File: src/rtl/game_period_if.sv
// Handshake/bus bundle between the round controller and its surroundings.
interface game_period_if;
    logic       gameSig;
    logic [3:0] curLevel;
    logic [7:0] targetCount;
    logic       btnUp;
    logic       btnDown;
    logic       btnSubmit;
    logic       roundDone;
    logic       roundWin;
    logic [3:0] nextLevel;
    logic [7:0] seg0;
    logic [7:0] seg1;
    logic [7:0] seg2;
    logic [7:0] seg3;

    modport master (
        output gameSig, curLevel, targetCount,
        output btnUp, btnDown, btnSubmit,
        input  roundDone, roundWin, nextLevel,
        input  seg0, seg1, seg2, seg3
    );

    modport slave (
        input  gameSig, curLevel, targetCount,
        input  btnUp, btnDown, btnSubmit,
        output roundDone, roundWin, nextLevel,
        output seg0, seg1, seg2, seg3
    );
endinterface

File: src/rtl/game_period.sv
// One timed guessing round: step a guess, submit or time out, show PASS/FAIL,
// then report result and next level to the level controller.
module game_period #(
    parameter int BASE_TIME   = 30,
    parameter int TIME_STEP   = 2,
    parameter int MIN_TIME    = 8,
    parameter int MAX_LEVEL   = 9,
    parameter int RESULT_SECS = 3
) (
    input  logic Clk100M,
    input  logic Reset_n,
    input  logic Clk1Hz,
    game_period_if.slave bus
);
    typedef enum logic [1:0] {IDLE, PLAY, CHECK, RESULT} state_t;

    localparam logic [7:0] BT = 8'(BASE_TIME);
    localparam logic [7:0] TS = 8'(TIME_STEP);
    localparam logic [7:0] MT = 8'(MIN_TIME);
    localparam logic [3:0] ML = 4'(MAX_LEVEL);
    localparam logic [7:0] RS = 8'(RESULT_SECS);

    state_t     state;
    logic [2:0] sync;
    logic       tick;
    logic [3:0] lvl;
    logic [7:0] tgt;
    logic [6:0] guess;
    logic [7:0] timeLeft;
    logic [7:0] holdCnt;
    logic       timedOut;

    logic [7:0] dec;
    logic [7:0] startTime;
    logic       winC;

    // Compare before subtracting so high levels cannot wrap below the floor.
    always_comb begin
        dec       = 8'(bus.curLevel) * TS;
        startTime = MT;
        if (BT > dec && (BT - dec) > MT)
            startTime = BT - dec;
    end

    assign winC = ({1'b0, guess} == tgt) && !timedOut;

    always_ff @(posedge Clk100M or negedge Reset_n) begin
        if (!Reset_n) begin
            sync <= '0;
            tick <= 1'b0;
        end else begin
            sync <= {sync[1:0], Clk1Hz};
            tick <= sync[1] & ~sync[2];
        end
    end

    always_ff @(posedge Clk100M or negedge Reset_n) begin
        if (!Reset_n) begin
            state         <= IDLE;
            lvl           <= '0;
            tgt           <= '0;
            guess         <= '0;
            timeLeft      <= '0;
            holdCnt       <= '0;
            timedOut      <= 1'b0;
            bus.roundDone <= 1'b0;
            bus.roundWin  <= 1'b0;
            bus.nextLevel <= '0;
        end else begin
            bus.roundDone <= 1'b0;
            unique case (state)
                IDLE: begin
                    if (bus.gameSig) begin
                        state    <= PLAY;
                        lvl      <= bus.curLevel;
                        tgt      <= bus.targetCount;
                        guess    <= '0;
                        timeLeft <= startTime;
                    end
                end
                PLAY: begin
                    if (tick && timeLeft != 8'd0)
                        timeLeft <= timeLeft - 8'd1;
                    if (bus.btnSubmit || (tick && timeLeft == 8'd1)) begin
                        state    <= CHECK;
                        timedOut <= !bus.btnSubmit;
                    end else if (bus.btnUp && !bus.btnDown) begin
                        if (guess != 7'd99)
                            guess <= guess + 7'd1;
                    end else if (bus.btnDown && !bus.btnUp) begin
                        if (guess != 7'd0)
                            guess <= guess - 7'd1;
                    end
                end
                CHECK: begin
                    state        <= RESULT;
                    holdCnt      <= RS;
                    bus.roundWin <= winC;
                    if (!winC)
                        bus.nextLevel <= lvl;
                    else if (lvl >= ML)
                        bus.nextLevel <= ML;
                    else
                        bus.nextLevel <= lvl + 4'd1;
                end
                RESULT: begin
                    if (tick) begin
                        holdCnt <= holdCnt - 8'd1;
                        if (holdCnt <= 8'd1) begin
                            bus.roundDone <= 1'b1;
                            state         <= IDLE;
                        end
                    end
                end
            endcase
        end
    end

    function automatic logic [7:0] digit(input logic [7:0] d);
        case (d)
            8'd0:    digit = 8'hC0;
            8'd1:    digit = 8'hF9;
            8'd2:    digit = 8'hA4;
            8'd3:    digit = 8'hB0;
            8'd4:    digit = 8'h99;
            8'd5:    digit = 8'h92;
            8'd6:    digit = 8'h82;
            8'd7:    digit = 8'hF8;
            8'd8:    digit = 8'h80;
            8'd9:    digit = 8'h90;
            default: digit = 8'hFF;
        endcase
    endfunction

    logic [7:0] gw;
    assign gw = {1'b0, guess};

    // In CHECK the result is not registered yet, so both screens use winC.
    always_ff @(posedge Clk100M or negedge Reset_n) begin
        if (!Reset_n) begin
            bus.seg3 <= 8'hFF;
            bus.seg2 <= 8'hFF;
            bus.seg1 <= 8'hFF;
            bus.seg0 <= 8'hFF;
        end else begin
            unique case (state)
                IDLE: begin
                    bus.seg3 <= 8'hFF;
                    bus.seg2 <= 8'hFF;
                    bus.seg1 <= 8'hFF;
                    bus.seg0 <= 8'hFF;
                end
                PLAY: begin
                    bus.seg3 <= digit(timeLeft / 8'd10);
                    bus.seg2 <= digit(timeLeft % 8'd10);
                    bus.seg1 <= digit(gw / 8'd10);
                    bus.seg0 <= digit(gw % 8'd10);
                end
                CHECK, RESULT: begin
                    if (winC) begin
                        bus.seg3 <= 8'h8C;
                        bus.seg2 <= 8'h88;
                        bus.seg1 <= 8'h92;
                        bus.seg0 <= 8'h92;
                    end else begin
                        bus.seg3 <= 8'h8E;
                        bus.seg2 <= 8'h88;
                        bus.seg1 <= 8'hF9;
                        bus.seg0 <= 8'hC7;
                    end
                end
            endcase
        end
    end
endmodule

File: src/flat_wrapper.sv
// flat-port wrapper written by rule: the top's interface ports become plain ports
module game_period_flat 
#(
    parameter int BASE_TIME   = 30,
    parameter int TIME_STEP   = 2,
    parameter int MIN_TIME    = 8,
    parameter int MAX_LEVEL   = 9,
    parameter int RESULT_SECS = 3
)
  (Clk100M, Reset_n, Clk1Hz, bus_gameSig, bus_curLevel, bus_targetCount, bus_btnUp, bus_btnDown, bus_btnSubmit, bus_roundDone, bus_roundWin, bus_nextLevel, bus_seg0, bus_seg1, bus_seg2, bus_seg3);
  game_period_if bus_i ();
  input  logic Clk100M;
  input  logic Reset_n;
  input  logic Clk1Hz;
  input wire logic [$bits(bus_i.gameSig)-1:0] bus_gameSig;
  input wire logic [$bits(bus_i.curLevel)-1:0] bus_curLevel;
  input wire logic [$bits(bus_i.targetCount)-1:0] bus_targetCount;
  input wire logic [$bits(bus_i.btnUp)-1:0] bus_btnUp;
  input wire logic [$bits(bus_i.btnDown)-1:0] bus_btnDown;
  input wire logic [$bits(bus_i.btnSubmit)-1:0] bus_btnSubmit;
  output wire logic [$bits(bus_i.roundDone)-1:0] bus_roundDone;
  output wire logic [$bits(bus_i.roundWin)-1:0] bus_roundWin;
  output wire logic [$bits(bus_i.nextLevel)-1:0] bus_nextLevel;
  output wire logic [$bits(bus_i.seg0)-1:0] bus_seg0;
  output wire logic [$bits(bus_i.seg1)-1:0] bus_seg1;
  output wire logic [$bits(bus_i.seg2)-1:0] bus_seg2;
  output wire logic [$bits(bus_i.seg3)-1:0] bus_seg3;
  assign bus_i.gameSig = bus_gameSig;
  assign bus_i.curLevel = bus_curLevel;
  assign bus_i.targetCount = bus_targetCount;
  assign bus_i.btnUp = bus_btnUp;
  assign bus_i.btnDown = bus_btnDown;
  assign bus_i.btnSubmit = bus_btnSubmit;
  assign bus_roundDone = bus_i.roundDone;
  assign bus_roundWin = bus_i.roundWin;
  assign bus_nextLevel = bus_i.nextLevel;
  assign bus_seg0 = bus_i.seg0;
  assign bus_seg1 = bus_i.seg1;
  assign bus_seg2 = bus_i.seg2;
  assign bus_seg3 = bus_i.seg3;
  game_period #(.BASE_TIME(BASE_TIME), .TIME_STEP(TIME_STEP), .MIN_TIME(MIN_TIME), .MAX_LEVEL(MAX_LEVEL), .RESULT_SECS(RESULT_SECS)) u_core (.Clk100M(Clk100M), .Reset_n(Reset_n), .Clk1Hz(Clk1Hz), .bus(bus_i));
endmodule
File: config.mk
export PLATFORM = sky130hd
export DESIGN_NAME = game_period_flat
export DESIGN_NICKNAME = d
export VERILOG_FILES = /design/src/rtl/game_period_if.sv /design/src/rtl/game_period.sv /design/src/flat_wrapper.sv
export SDC_FILE = /design/constraint.sdc
export NUM_CORES = 1
export LEC_CHECK = 0
export ABC_AREA = 0
export CAP_MARGIN = 20
export CORE_MARGIN = 2
export CORE_UTILIZATION = 50
export CTS_CLUSTER_SIZE = 24
export DETAILED_ROUTE_END_ITERATION = 6
export GPL_TIMING_DRIVEN = 0
export PLACE_DENSITY = 0.71
export SLEW_MARGIN = 30
export SYNTH_ARGS = -nofsm -noshare
export SYNTH_HDL_FRONTEND = slang
export SYNTH_SLANG_ARGS = --single-unit
File: constraint.sdc
create_clock -name Clk100M -period 7.15 [get_ports Clk100M]
set_clock_uncertainty 0.15 [all_clocks]
set_input_delay 1.43 -clock Clk100M [delete_from_list [all_inputs] [get_ports Clk100M]]
set_output_delay 1.43 -clock Clk100M [all_outputs]
set_load 0.02 [all_outputs]
==> metrics.txt <==
count of input and output buffers 52; Worst setup SP type input port; half-perimeter wire length of the detailed placement result 10.79 mm; max cap viols 0; number of distinct standard cells referenced by the synthesized netlist 90; xor and xnor fraction of the mapped netlist area 3.611%; ordered list of cells on the worst path clkdlybuf4s50_1 > nand2b_1 > inv_1 > fa_1 > nor2b_1 > o21ai_0 > a21oi_1 > o21a_1 > nor2_1 > xnor2_1 > o21ai_0 > a22o_1; last weighted congestion value of the routability-driven placer 0.9035; data arrival time of the worst path 3.92 ns; Worst-Margin Slew 0.8036 ns; overall track demand over capacity in global routing 24.52%; type of destination of the critical path flop; buffer cell driving the clock tree root sky130_fd_sc_hd__clkbuf_16; global route total overflow 0; Post-synth EDFFs 0; highest attainable clock frequency 260.6 MHz; unrepaired setup endpoints after global routing false; share of synthesized area occupied by flip-flops and latches 33.28%; post-synthesis share of cell area spent on full adders, half adders and majority gates 9.308%; CP max stage delay 0.50 ns; Synth Area in Compound Gates 22.96%; mux contribution to synthesized area 5.653%; Final setup violation count 0; number of antenna violations at the first check in global routing 0; main combinational cell family by area after synthesis compound AO/OA/AOI/OAI gates; total I/O pin count 57; maximum root-to-sink buffer count 2; via count 5074; Initial Utilization 51.19%; ratio of final minimum period to clock period 53.66%; number of standard cells after synthesis 649; outcome completed; share of async-settable or async-resettable flops after synthesis 100.0%; die outline area 0.01252 mm²; clock tree from TritonCTS built; data required time of the worst path 7.24 ns; category of the most critical setup path input port to flop; diode insertion count for antenna repair 0; commonest non-fill, non-tap cell in the layout sky130_fd_sc_hd__clkdlybuf4s50_1; TritonCTS Buffers 9; max-slew violations 0; number of clock sinks seen by CTS 76; Antenna Violating Nets Remaining 0; Die H 111.9 µm; Main synth FF type sky130_fd_sc_hd__dfrtp_1; global-route wire length before repair 24.73 mm; shortest clock period the worst path allows after layout 3.837 ns; final sum of negative setup slack 0 ns; Mapped Area 0.005821 mm²; number of failing hold endpoints at the final stage 0; commonest cells after routing, fill and taps aside sky130_fd_sc_hd__clkdlybuf4s50_1, sky130_fd_sc_hd__nand2_1, sky130_fd_sc_hd__dfrtp_1; detailed router's first-iteration violation count 402; number of inserted filler cells in the final layout 1018; clock input transition at the sequential cells of the worst setup and hold paths 0.06 ns; number of detailed-routing iterations run before antenna repair 5; category of cells accounting for the largest share of critical-path delay compound AO/OA/AOI/OAI gates; proportion of layout cells with a drive suffix above 1 15.53%; count of buffer and inverter cells on the critical path 2; Max stage delay cell, worst path sky130_fd_sc_hd__clkdlybuf4s50_1; most used cell along the critical path sky130_fd_sc_hd__o21ai_0; Total Wirelength 14.72 mm; setup bufs post-CTS 0; Nets 776; count of cells resized by post-cts repair 0; count of non-filler cells in the finished layout 864; # hold bufs at CTS 0; share of synthesized cell area in and, or, nand and nor gates 18.29%; number of synthesized register bits 76; highest fanout seen on the critical path 8; Core Region 0.01137 mm²; yosys synthesis warning count 0; DRC violations left 0; via count of the first global-routing pass 4838; maximum number of pins on one net before global-route repair 49; die outline width 111.9 µm; routed via count divided by cell count 5.873; average wire per standard cell 17.03 µm; Placed Cells 848; worst slew margin relative to its limit 45.98%; insertion delay to the later sink of the worst-skew pair 0.36 ns; layout overhead on the synthesized area 17.99%; row cnt 39; # H-tree levels 3; Mapped Avg Cell Area 8.969 µm²; worst min path class flop to flop
-- per-stage QoR --
stage	hold slack [ns]	utilization, %	setup slack [ns]	area [µm²]
after detailed placement	0.1894	57.66	3.006	6556
after floorplan	0.1812	-	3.725	5832
after CTS	0.2135	60.41	3.348	6868
after global placement	0.1958	57.44	2.015	6531
final	0.2068	60.41	3.313	6868
after global routing	0.2177	60.41	3.097	6868
-- flip-flops by register name, indices dropped and copies added, names as in the netlist, 3 cells and up --
name / count
u_core.holdCnt: 8
u_core.tgt: 8
u_core.timeLeft: 8
u_core.bus.seg0: 7
u_core.bus.seg1: 7
u_core.bus.seg2: 7
u_core.bus.seg3: 7
u_core.guess: 7
u_core.bus.nextLevel: 4
u_core.lvl: 4
u_core.sync: 3
-- cell usage after synthesis (8+ instances only) --
master                     instances  area share [%]
sky130_fd_sc_hd__dfstp_2          28              13
sky130_fd_sc_hd__a21o_1           11             1.4
sky130_fd_sc_hd__nor2_1           47             3.0
sky130_fd_sc_hd__nand3_1          20             1.7
sky130_fd_sc_hd__dfrtp_1          48              21
sky130_fd_sc_hd__nand2_1          48             3.1
sky130_fd_sc_hd__a21oi_1          36             3.1
sky130_fd_sc_hd__ha_1             40             8.6
sky130_fd_sc_hd__a31oi_1          11             1.2
sky130_fd_sc_hd__o21ai_0          42             3.6
sky130_fd_sc_hd__clkbuf_1         17             1.1
sky130_fd_sc_hd__xnor2_1          16             2.4
sky130_fd_sc_hd__o211ai_1          8             1.0
sky130_fd_sc_hd__nor2b_1          10             1.1
sky130_fd_sc_hd__mux2i_1          16             2.8
sky130_fd_sc_hd__nor3_1           16             1.4
sky130_fd_sc_hd__mux2_2           15             2.9
sky130_fd_sc_hd__buf_2            12             1.0
sky130_fd_sc_hd__xor2_1            8             1.2
sky130_fd_sc_hd__nand2b_1         10             1.1
sky130_fd_sc_hd__inv_1            40             2.6
-- path summary, 6_finish.rpt --
kind	from	endpoint	slack, ns	cells past startpoint
hold reg to reg	u_core.sync[0]$_DFF_PN0_	u_core.sync[1]$_DFF_PN0_	0.21	0
setup / recovery	bus_btnDown	u_core.guess[6]$_DFFE_PN0P_	3.31	12
min in group asynchronous	Reset_n	u_core.sync[1]$_DFF_PN0_	0.85	1
setup reg to reg	u_core.timeLeft[4]$_DFFE_PN0P_	u_core.bus.seg2[3]$_DFF_PN1_	3.46	12
hold / removal	u_core.sync[0]$_DFF_PN0_	u_core.sync[1]$_DFF_PN0_	0.21	0
max in group asynchronous	Reset_n	u_core.bus.seg0[4]$_DFF_PN1_	5.41	2
-- per-layer routing --
layer / GRT usage [%] / share of wire, % / up-vias / wire length [µm]
li1: - / - / 2471 / -
met1: 34.59 / 48 / 2431 / 7127
met2: 37.29 / 44 / 150 / 6549
met3: 5.607 / 4.9 / 22 / 715
met4: 8.313 / 2.2 / 0 / 324
met5: 0 / 0 / - / 0
-- layout make-up --
class / count / area [µm²] / area share (%)
clock inverters: 6 / 72.57 / 1.057
plain buffers: 45 / 244.0 / 3.553
flip-flops and latches: 76 / 1937 / 28.20
clock buffers: 10 / 239.0 / 3.480
multi-input cells: 490 / 3497 / 50.92
repair buffers: 53 / 545.5 / 7.943
well taps: 143 / 178.9 / 2.605
inverters: 41 / 153.9 / 2.241
-- kinds of logic (layout without fill, tap and decap cells) --
logic type / Yosys count / in the layout
AND/OR/NAND/NOR: 201 / 201
multiplexers: 31 / 31
XOR/XNOR: 24 / 24
AO/OA/AOI/OAI: 187 / 187
flip-flops: 76 / 76
adder cells (fa/ha/maj): 43 / 43
buffers and inverters: 86 / 155
other: 1 / 4
Power is not shown: default switching activity piles up to over one toggle a cycle in this logic, so the estimate is an artifact.
